`config.mk`:
```
export PLATFORM = sky130hd
export DESIGN_NAME = adc_sample_scheduler
export DESIGN_NICKNAME = d
export VERILOG_FILES = /design/src/rtl/adc_sample_scheduler.sv
export SDC_FILE = /design/constraint.sdc
export NUM_CORES = 1
export LEC_CHECK = 0
export ABC_AREA = 1
export BUFFER_PORTS_ARGS = -buffer_cell sky130_fd_sc_hd__buf_2
export CAP_MARGIN = 10
export CORE_MARGIN = 4
export CORE_UTILIZATION = 40
export DETAILED_ROUTE_END_ITERATION = 7
export GPL_TIMING_DRIVEN = 0
export RECOVER_POWER = 50
export SLEW_MARGIN = 20
export SYNTH_ARGS = -nofsm -noshare
export SYNTH_HDL_FRONTEND = slang
export SYNTH_SLANG_ARGS = --single-unit
```
`constraint.sdc`:
```
create_clock -name clk -period 2.3 [get_ports clk]
set_input_delay 0.23 -clock clk [delete_from_list [all_inputs] [get_ports clk]]
set_output_delay 0.23 -clock clk [all_outputs]
set_load 0.05 [all_outputs]
```
`src/rtl/adc_sample_scheduler.sv`:
```
// Sample scheduler for the ADS1672 reader: periodic measure pulses, conversion supervision and a FWFT output FIFO.
// Define ADC_SCHED_SEQNUM_EN to add m_seq, a run-relative sample index stored with each FIFO entry.

module adc_sample_scheduler #(
  parameter int DATA_WIDTH     = 24,
  parameter int FIFO_DEPTH     = 8,
  parameter int PERIOD_WIDTH   = 32,
  parameter int TIMEOUT_CYCLES = 4096
) (
  input  logic                          clk,
  input  logic                          rst,
  input  logic                          run_start,
  input  logic                          run_stop,
  input  logic [PERIOD_WIDTH-1:0]       period,
  input  logic [15:0]                   num_samples,
  input  logic                          clear_flags,
  output logic                          measure,
  input  logic                          rd_done,
  input  logic [DATA_WIDTH-1:0]         rd_data,
  output logic                          m_valid,
  input  logic                          m_ready,
  output logic [DATA_WIDTH-1:0]         m_data,
  output logic [$clog2(FIFO_DEPTH):0]   fifo_level,
  output logic                          running,
  output logic                          run_done,
  output logic                          overrun,
  output logic                          dropped,
  output logic                          timeout
`ifdef ADC_SCHED_SEQNUM_EN
  ,
  output logic [15:0]                   m_seq
`endif
);

  localparam int LW = $clog2(FIFO_DEPTH);
  localparam int TW = $clog2(TIMEOUT_CYCLES) + 1;
  localparam logic [TW-1:0]           TO_LAST    = TW'(TIMEOUT_CYCLES - 1);
  localparam logic [LW:0]             FULL_LVL   = (LW + 1)'(FIFO_DEPTH);
  localparam logic [PERIOD_WIDTH-1:0] PERIOD_MIN = PERIOD_WIDTH'(2);
  localparam logic [PERIOD_WIDTH-1:0] PERIOD_ONE = PERIOD_WIDTH'(1);

  typedef enum logic [1:0] {
    IDLE        = 2'd0,
    ISSUE       = 2'd1,
    BUSY        = 2'd2,
    WAIT_PERIOD = 2'd3
  } state_t;

  state_t                  state_r;
  state_t                  state_nxt_s;
  logic [PERIOD_WIDTH-1:0] per_m1_r;
  logic [PERIOD_WIDTH-1:0] pcnt_r;
  logic [TW-1:0]           tcnt_r;
  logic [15:0]             num_r;
  logic [15:0]             scnt_r;
  logic                    stop_pend_r;
  logic                    measure_r;
  logic                    running_r;
  logic                    run_done_r;
  logic                    overrun_r;
  logic                    dropped_r;
  logic                    timeout_r;

  logic                    per_last_s;
  logic                    to_last_s;
  logic                    end_pend_s;
  logic                    conv_done_s;
  logic                    conv_to_s;
  logic                    ovr_set_s;

  logic [DATA_WIDTH-1:0]   mem_r [FIFO_DEPTH];
  logic [LW-1:0]           wptr_r;
  logic [LW-1:0]           rptr_r;
  logic [LW:0]             count_r;
  logic                    full_s;
  logic                    push_s;
  logic                    pop_s;
  logic                    drop_s;

  assign per_last_s = (pcnt_r == per_m1_r);
  assign to_last_s  = (tcnt_r == TO_LAST);
  assign end_pend_s = stop_pend_r | run_stop | ((num_r != 16'd0) && (scnt_r == num_r));
  // A slot is missed whenever its boundary passes while a conversion is still open.
  assign ovr_set_s  = (state_r == BUSY) && per_last_s;

  // Next-state decode; rd_done takes priority over the timeout terminal count.
  always_comb begin
    state_nxt_s = state_r;
    conv_done_s = 1'b0;
    conv_to_s   = 1'b0;
    case (state_r)
      IDLE: begin
        if (run_start) begin
          state_nxt_s = ISSUE;
        end else begin
          state_nxt_s = IDLE;
        end
      end
      ISSUE: begin
        state_nxt_s = BUSY;
      end
      BUSY: begin
        if (rd_done) begin
          conv_done_s = 1'b1;
          state_nxt_s = WAIT_PERIOD;
        end else if (to_last_s) begin
          conv_to_s   = 1'b1;
          state_nxt_s = WAIT_PERIOD;
        end else begin
          state_nxt_s = BUSY;
        end
      end
      WAIT_PERIOD: begin
        if (end_pend_s) begin
          state_nxt_s = IDLE;
        end else if (per_last_s) begin
          state_nxt_s = ISSUE;
        end else begin
          state_nxt_s = WAIT_PERIOD;
        end
      end
      default: begin
        state_nxt_s = IDLE;
      end
    endcase
  end

  // Run control: state, counters, latched run parameters and registered status outputs.
  always_ff @(posedge clk) begin
    if (rst) begin
      state_r     <= IDLE;
      per_m1_r    <= PERIOD_ONE;
      pcnt_r      <= {PERIOD_WIDTH{1'b0}};
      tcnt_r      <= {TW{1'b0}};
      num_r       <= 16'd0;
      scnt_r      <= 16'd0;
      stop_pend_r <= 1'b0;
      measure_r   <= 1'b0;
      running_r   <= 1'b0;
      run_done_r  <= 1'b0;
      overrun_r   <= 1'b0;
      dropped_r   <= 1'b0;
      timeout_r   <= 1'b0;
    end else begin
      state_r    <= state_nxt_s;
      measure_r  <= (state_nxt_s == ISSUE);
      running_r  <= (state_nxt_s != IDLE);
      run_done_r <= (state_r == WAIT_PERIOD) && (state_nxt_s == IDLE);

      if ((state_r == IDLE) && run_start) begin
        per_m1_r <= ((period < PERIOD_MIN) ? PERIOD_MIN : period) - PERIOD_ONE;
        num_r    <= num_samples;
        scnt_r   <= 16'd0;
      end else if (conv_done_s && (scnt_r != 16'hFFFF)) begin
        scnt_r <= scnt_r + 16'd1;
      end

      if ((state_r == IDLE) || (state_nxt_s == IDLE)) begin
        stop_pend_r <= 1'b0;
      end else if (run_stop) begin
        stop_pend_r <= 1'b1;
      end

      // The ISSUE cycle is count 0, so the next ISSUE lands exactly one period later.
      case (state_r)
        ISSUE:             pcnt_r <= PERIOD_ONE;
        BUSY, WAIT_PERIOD: pcnt_r <= per_last_s ? {PERIOD_WIDTH{1'b0}} : pcnt_r + PERIOD_ONE;
        default:           pcnt_r <= {PERIOD_WIDTH{1'b0}};
      endcase

      case (state_r)
        ISSUE:   tcnt_r <= TW'(1);
        BUSY:    tcnt_r <= tcnt_r + TW'(1);
        default: tcnt_r <= {TW{1'b0}};
      endcase

      overrun_r <= ovr_set_s | (overrun_r & ~clear_flags);
      dropped_r <= drop_s    | (dropped_r & ~clear_flags);
      timeout_r <= conv_to_s | (timeout_r & ~clear_flags);
    end
  end

  assign full_s = (count_r == FULL_LVL);
  assign pop_s  = m_valid & m_ready;
  assign push_s = conv_done_s & (~full_s | pop_s);
  assign drop_s = conv_done_s & full_s & ~pop_s;

  // Output FIFO storage and pointers; push and pop are independent.
  always_ff @(posedge clk) begin
    if (rst) begin
      for (int i = 0; i < FIFO_DEPTH; i++) begin
        mem_r[i] <= {DATA_WIDTH{1'b0}};
      end
      wptr_r  <= {LW{1'b0}};
      rptr_r  <= {LW{1'b0}};
      count_r <= {(LW + 1){1'b0}};
    end else begin
      if (push_s) begin
        mem_r[wptr_r] <= rd_data;
        wptr_r        <= wptr_r + LW'(1);
      end
      if (pop_s) begin
        rptr_r <= rptr_r + LW'(1);
      end
      case ({push_s, pop_s})
        2'b10:   count_r <= count_r + (LW + 1)'(1);
        2'b01:   count_r <= count_r - (LW + 1)'(1);
        default: count_r <= count_r;
      endcase
    end
  end

`ifdef ADC_SCHED_SEQNUM_EN
  logic [15:0] seq_r;
  logic [15:0] seq_mem_r [FIFO_DEPTH];

  // Sequence index advances on every accepted rd_done, dropped or not, so gaps show downstream.
  always_ff @(posedge clk) begin
    if (rst) begin
      seq_r <= 16'd0;
      for (int i = 0; i < FIFO_DEPTH; i++) begin
        seq_mem_r[i] <= 16'd0;
      end
    end else begin
      if ((state_r == IDLE) && run_start) begin
        seq_r <= 16'd0;
      end else if (conv_done_s) begin
        seq_r <= seq_r + 16'd1;
      end
      if (push_s) begin
        seq_mem_r[wptr_r] <= seq_r;
      end
    end
  end

  assign m_seq = m_valid ? seq_mem_r[rptr_r] : 16'd0;
`endif

  assign measure    = measure_r;
  assign running    = running_r;
  assign run_done   = run_done_r;
  assign overrun    = overrun_r;
  assign dropped    = dropped_r;
  assign timeout    = timeout_r;
  assign fifo_level = count_r;
  assign m_valid    = (count_r != {(LW + 1){1'b0}});
  assign m_data     = m_valid ? mem_r[rptr_r] : {DATA_WIDTH{1'b0}};

endmodule

```
==> reports/results.txt, run 1 <==
Wire length per cell = 17.4 um
Grt peak-use layer = met2
Final hold violation count = 0
Max_cap viols = 0
Worst skew pair latency = 550 ps
Die height = 205 um
Grt ovf = 0
Int Power = 12500 uW
Iteration-0 DRC count of the detailed router = 1005
Outcome = finished, violations left
TNS Setup = -5.73 ps
Crit path capture = m_data[0]
Sequential power share = 0.340
Row count = 71
Synth Area per Inst = 8.27 um^2
Drt pass-1 iters = 5
R2r worst-path depth = 10
Synth unique cells = 48
Worst r2r src = fifo_level[0]
Root buffer cell = clkbuf_16
Crit start category = register
Switching power = 6830 uW
#FFs+latches synth = 323
Pre-CTS setup slack = -1150 ps
Port Buf Inserts = 112
Flop2flop setup slack = 80 ps
Worst-margin pin slew = 809 ps
I/O pin cnt = 114
P_leak = 0.00795 uW
Pwr dens = 977 mW/mm^2
WP data required = 2070 ps
Initial antenna violation count = 1
Detail-routed via count per cell = 5.09
Core Box Area = 0.0380 mm^2
Critical path class = reg2out
Seq/Total Area, Yosys = 0.539
HP Class = in2reg
Failing checks = setup timing
Number of routed nets with antenna violations = 0
Switching share of power = 0.354
Peak Freq = 434 MHz
Largest net degree at the start of global routing = 25
CTS buffer count = 37
Initial Util = 0.409
Sink Count = 323
First-pass GRT wire length = 69.5 mm
Post-synthesis cell area = 0.0156 mm^2
Total GRT Usage = 0.210
Async SR Flop Fraction = 0
Ant. Diodes = 0
CTS tree = built
DRC = 0
Layout cells sized above 1 = 0.178
Dominant synthesized flop cell = edfxtp_1
Final wirelength = 45.7 mm
Logic gate share of total power = 0.338
Die area = 0.0421 mm^2
Final Skew = 19.6 ps
Slew headroom = 0.461
Crit Path Max Fanout = 10
Hold Crit Depth = 3
Cells after Synth = 1880
Vias in the first global route = 13100
Fillers = 3580
Grt met1 use = 0.259
Crit path capture type = output pin
Critical path data arrival time = 2080 ps
GR Layer Usage met3 = 0.0281
Clk pwr share = 0.322
Final setup viols = 1
Fin nets = 2174
Fin. max-slew vios = 0
Worst setup margin = -5.73 ps
Layout area overhead = 27.2%
Via count = 13300
Reg-to-reg endpoint = mem_r[0][6]
H-tree depth = 2
Unrepaired setup endpoints after global routing = yes
CTS max path bufs = 3
Gp weighted congestion = 0.876
Final Critical Period = 2310 ps
Met2 GRT Util = 0.379
Peak supply drop = 0.520 mV
Syn_nets = 1972
Chip width = 205 um
Clock transition at path regs = 60 ps
Synth warn = 0
Tcrit/Tclk final = 1.00
Post-synth EDFFs = 192
Dpl hpwl = 30.5 mm
## state kept, by name, indices dropped and copies added, names as in the netlist, 2 cells and up, named ones only
name	cells
pcnt_r	32
rptr_r	3
per_m1_r	32
tcnt_r	13
state_r	2
fifo_level	4
scnt_r	16
wptr_r	3
mem_r	192
num_r	16
## kinds of logic (layout without fill, tap and decap cells)
logic type / after synthesis / in the layout / share of synthesized area
and+or+nand+nor: 905 / 918 / 0.242
xor gates and xnor gates: 50 / 50 / 0.0282
AOI/OAI and AO/OA: 306 / 306 / 0.107
DFF: 323 / 323 / 0.539
buffers and inverters: 283 / 501 / 0.0732
adders and majority gates: 13 / 13 / 0.0109
## power by group through the flow
stage          sequential [uW]  clock [uW]  combinational (uW)
3_3_place_gp              6640           0                5060
6_report                  6580        6220                6530
5_1_grt                   6600        6560                6980
3_5_place_dp              6650           0                5140
2_1_floorplan             6720           0                3530
4_1_cts                   6560        6290                6000
## Yosys cell counts (3+ instances only)
cell        n  area [um^2]
a211oi_1    3         22.5
a21oi_1    54          270
a31oi_1    28          175
a32o_1      3         30.0
buf_2      11         55.1
buf_6       8         90.1
clkbuf_1   52          195
dfxtp_1   131         2620
edfxtp_1  192         5770
ha_1       12          150
inv_1     210          788
nand2_1   266          998
nand2_2     8         50.1
nand3_1    53          265
nand3_2     7         70.1
nand4_1    26          163
nor2_1    487         1830
nor2_2      4         25.0
nor3_1     27          135
nor3b_1     7         52.6
nor4_1      6         37.5
o21a_1      3         22.5
o21ai_0   178          891
o22ai_1    25          156
or2_2       3         18.8
xnor2_1    24          210
xor2_1     26          228
## layout make-up
cell class | instances | area (um^2) | area share
Sequential cell | 323 | 8400 | 0.425
Timing Repair Buffer | 151 | 1120 | 0.0569
Tap cell | 511 | 639 | 0.0323
Clock buffer | 45 | 987 | 0.0499
Inverter | 212 | 805 | 0.0407
Multi-Input combinational cell | 1287 | 6830 | 0.345
Clock inverter | 23 | 293 | 0.0148
Buffer | 70 | 703 | 0.0355
## placed cells by master (no fill, tap or decap), drive strengths merged, types with 2 or more instances in the layout
cell type / Yosys / layout
inv: 211 / 212
xor2: 26 / 26
nor3: 31 / 31
clkinv: 1 / 14
clkinvlp: 0 / 3
nor2: 493 / 493
a32o: 3 / 3
o21a: 3 / 3
a21oi: 54 / 54
o21ai: 179 / 179
dlygate4sd3: 0 / 22
or2: 4 / 4
clkbuf: 52 / 89
nand2: 274 / 287
nand3: 60 / 60
nand4: 27 / 27
a31oi: 28 / 28
nor3b: 7 / 7
edfxtp: 192 / 192
a211oi: 3 / 3
xnor2: 24 / 24
nor4: 6 / 6
a22oi: 2 / 2
buf: 19 / 154
o211ai: 2 / 2
ha: 12 / 12
dfxtp: 131 / 131
o22ai: 25 / 25
bufinv: 0 / 6
## worst min-delay path by stage
stage	to	slack [ps]	startpoint
after floorplan	num_r[10]	340	num_samples[10]
after global placement	num_r[10]	430	num_samples[10]
after detailed placement	num_r[9]	430	num_samples[9]
after CTS	stop_pend_r	5	run_stop
after global routing	per_m1_r[9]	40	period[9]
final	stop_pend_r	20	run_stop
## metal layers
layer	up-vias	share of wire
li1	6631	-
met1	6208	0.40
met2	415	0.50
met3	93	0.061
met4	2	0.036
met5	-	0.00018
## worst max-delay path, cell delays in order, from the launching register on
cell,delay [ps]
dfxtp_4,450
clkbuf_16,190
clkbuf_16,160
nor2_1,50
nor2_1,80
o21ai_1,110
a31oi_2,300
buf_6,210
## through the flow
step | utilization | hold slack, ps | cell area, um^2 | instances | power, uW
floorplan | - | 343 | 15800 | 1880 | 10200
global placement | 0.446 | 429 | 17000 | 2503 | 11700
detailed placement | 0.446 | 433 | 17000 | 2503 | 11800
CTS | 0.505 | 5.31 | 19200 | 2605 | 18800
global route | 0.520 | 42.6 | 19800 | 2622 | 20100
finish | 0.520 | 17.6 | 19800 | 2622 | 19300
## what timing repair did
item,in CTS,in global routing
hold buffers,22,0
buffers inserted,5,6
gates cloned,8,11
endpoints found under the setup margin,268,304
pin swaps,7,37
gates resized for setup,186,143
hold endpoints to repair,21,0
(Power assumes the default switching activity.)
==> run 2: changes to the inputs <==
--- a/config.mk
+++ b/config.mk
@@ -13,6 +13,7 @@
 export DETAILED_ROUTE_END_ITERATION = 7
 export GPL_TIMING_DRIVEN = 0
 export RECOVER_POWER = 50
+export SETUP_SLACK_MARGIN = 0.5
 export SLEW_MARGIN = 20
 export SYNTH_ARGS = -nofsm -noshare
 export SYNTH_HDL_FRONTEND = slang
==> reports/results.txt, run 2 (synthesis results as in run 1) <==
Outcome = finished, violations left
Failing checks = setup timing
Critical path data arrival time = 2140 ps
Iteration-0 DRC count of the detailed router = 1048
Layout cells sized above 1 = 0.288
Biggest regs = mem_r (192), pcnt_r (32), per_m1_r (32)
Biggest register = mem_r
Ant. Diodes = 0
Sequential power share = 0.318
HP Class = in2reg
I/O pin cnt = 114
Fin. max-slew vios = 0
WHS = 34.2 ps
Switching power = 7550 uW
Dpl hpwl = 31.4 mm
Met2 Routed Length = 25.6 mm
Number of flip-flops in the largest register = 192
Vias in the first global route = 13300
CTS tree = built
Met1 Wirelength = 20.3 mm
CTS buffer count = 37
Final wirelength = 51.5 mm
Wire length per cell = 19.0 um
Final hold violation count = 0
H-tree depth = 2
Routed wl met3 = 3.56 mm
DRC = 0
Total GRT Usage = 0.221
Pwr dens = 939 mW/mm^2
Switching share of power = 0.366
Logic gate share of total power = 0.385
Core Box Area = 0.0380 mm^2
Commonest non-fill, non-tap cell in the layout = nor2_1
Worst skew pair latency = 550 ps
Initial Util = 0.409
Footprint of the multi-input gates = 0.00810 mm^2
Crit start category = register
Final Skew = 27.1 ps
Final Instance Area = 0.0220 mm^2
Drt pass-1 iters = 5
Register Area = 0.00847 mm^2
Sink Count = 323
Grt ovf = 0
DR top layer = met4
Number of routed nets with antenna violations = 0
Die height = 205 um
Crit Path Max Fanout = 10
Worst setup margin = -67.8 ps
First-pass GRT wire length = 73.1 mm
Tcrit/Tclk final = 1.03
Clk pwr share = 0.297
P_leak = 0.00852 uW
Crit path capture type = output pin
Initial antenna violation count = 0
WP data required = 2070 ps
Unrepaired setup endpoints after global routing = yes
Detail-routed via count per cell = 5.27
Peak Freq = 422 MHz
Fillers = 3311
Chip width = 205 um
Max_cap viols = 0
Row count = 71
Int Power = 13100 uW
Root buffer cell = clkbuf_16
Fin nets = 2260
Placed instance area = 0.0174 mm^2
Final setup viols = 8
Gp weighted congestion = 0.927
Die area = 0.0421 mm^2
Critical path class = reg2out
Peak supply drop = 0.650 mV
Largest net degree at the start of global routing = 25
Slew headroom = 0.475
Port Buf Inserts = 112
Final Critical Period = 2370 ps
Via count = 14300
Worst-margin pin slew = 788 ps
Layout area overhead = 41.4%
CTS max path bufs = 3
Most frequent cells in the layout = nor2_1, nand2_1, edfxtp_1
Clock transition at path regs = 60 ps
==> run 2: cell types whose count changed in the layout (fill, tap and decap cells not counted), moves of 23 or more <==
| cell | change |
|---|---|
| buf_2 | -23 |
| o21ai_2 | +26 |
| buf_4 | +28 |
| nor2_4 | +62 |
| o21ai_0 | -38 |
| dfxtp_2 | +23 |
| dfxtp_1 | -32 |
| nor2_1 | -74 |
==> run 2: layout make-up <==
class / count / area share
Sequential cell: 323 / 0.385
Multi-Input combinational cell: 1298 / 0.368
Timing Repair Buffer: 225 / 0.0876
Clock buffer: 49 / 0.0479
Inverter: 212 / 0.0374
Buffer: 71 / 0.0350
Tap cell: 511 / 0.0291
Clock inverter: 19 / 0.0100
==> run 2: worst max-delay path, cell delays in order, from the launching register on <==
cell       delay (ps)
dfxtp_2           330
clkbuf_16         160
clkbuf_16         180
clkbuf_16         170
nor2_2             50
nor2_1            170
o21ai_2           110
a31oi_4           220
buf_6             190
==> run 2: final timing paths <==
check	startpoint	end	slack, ps	depth (start not counted)
min	period[20]	per_m1_r[20]	30	4
max reg2reg	fifo_level[1]	mem_r[1][23]	20	12
max	register	m_data[1]	-70	8
min reg2reg	pcnt_r[17]	pcnt_r[17]	460	1
==> run 2: power by group through the flow <==
stage / Combinational, uW / Sequential [uW] / Clock [uW]
4_1_cts: 7330 / 6570 / 6220
2_1_floorplan: 4050 / 6750 / 0
5_1_grt: 8360 / 6600 / 6460
3_3_place_gp: 5630 / 6670 / 0
3_5_place_dp: 5670 / 6680 / 0
6_report: 7950 / 6580 / 6130
==> run 2: metal layers <==
| layer | vias up | GRT usage |
|---|---|---|
| met5 | - | 0 |
| met4 | 0 | 0.0722 |
| met3 | 134 | 0.0277 |
| met2 | 629 | 0.388 |
| met1 | 6680 | 0.283 |
| li1 | 6839 | - |
==> run 2: repair_timing <==
item	CTS	global route
buffers inserted	25	56
endpoints found under the setup margin	499	518
resized for setup	340	320
hold endpoints to repair	19	0
pin swaps	55	75
hold buffers	20	0
gates cloned	12	24
==> run 2: per-stage QoR <==
step	instances	utilization	setup WS, ps	power, uW	TNS (ps)
2_1_floorplan	1880	-	231	10800	0
3_3_place_gp	2503	0.458	-474	12300	-48320
3_5_place_dp	2503	0.458	-477	12400	-51660
4_1_cts	2628	0.537	-23.1	20100	-179
5_1_grt	2708	0.579	-107	21400	-2840
6_report	2708	0.579	-67.8	20700	-307
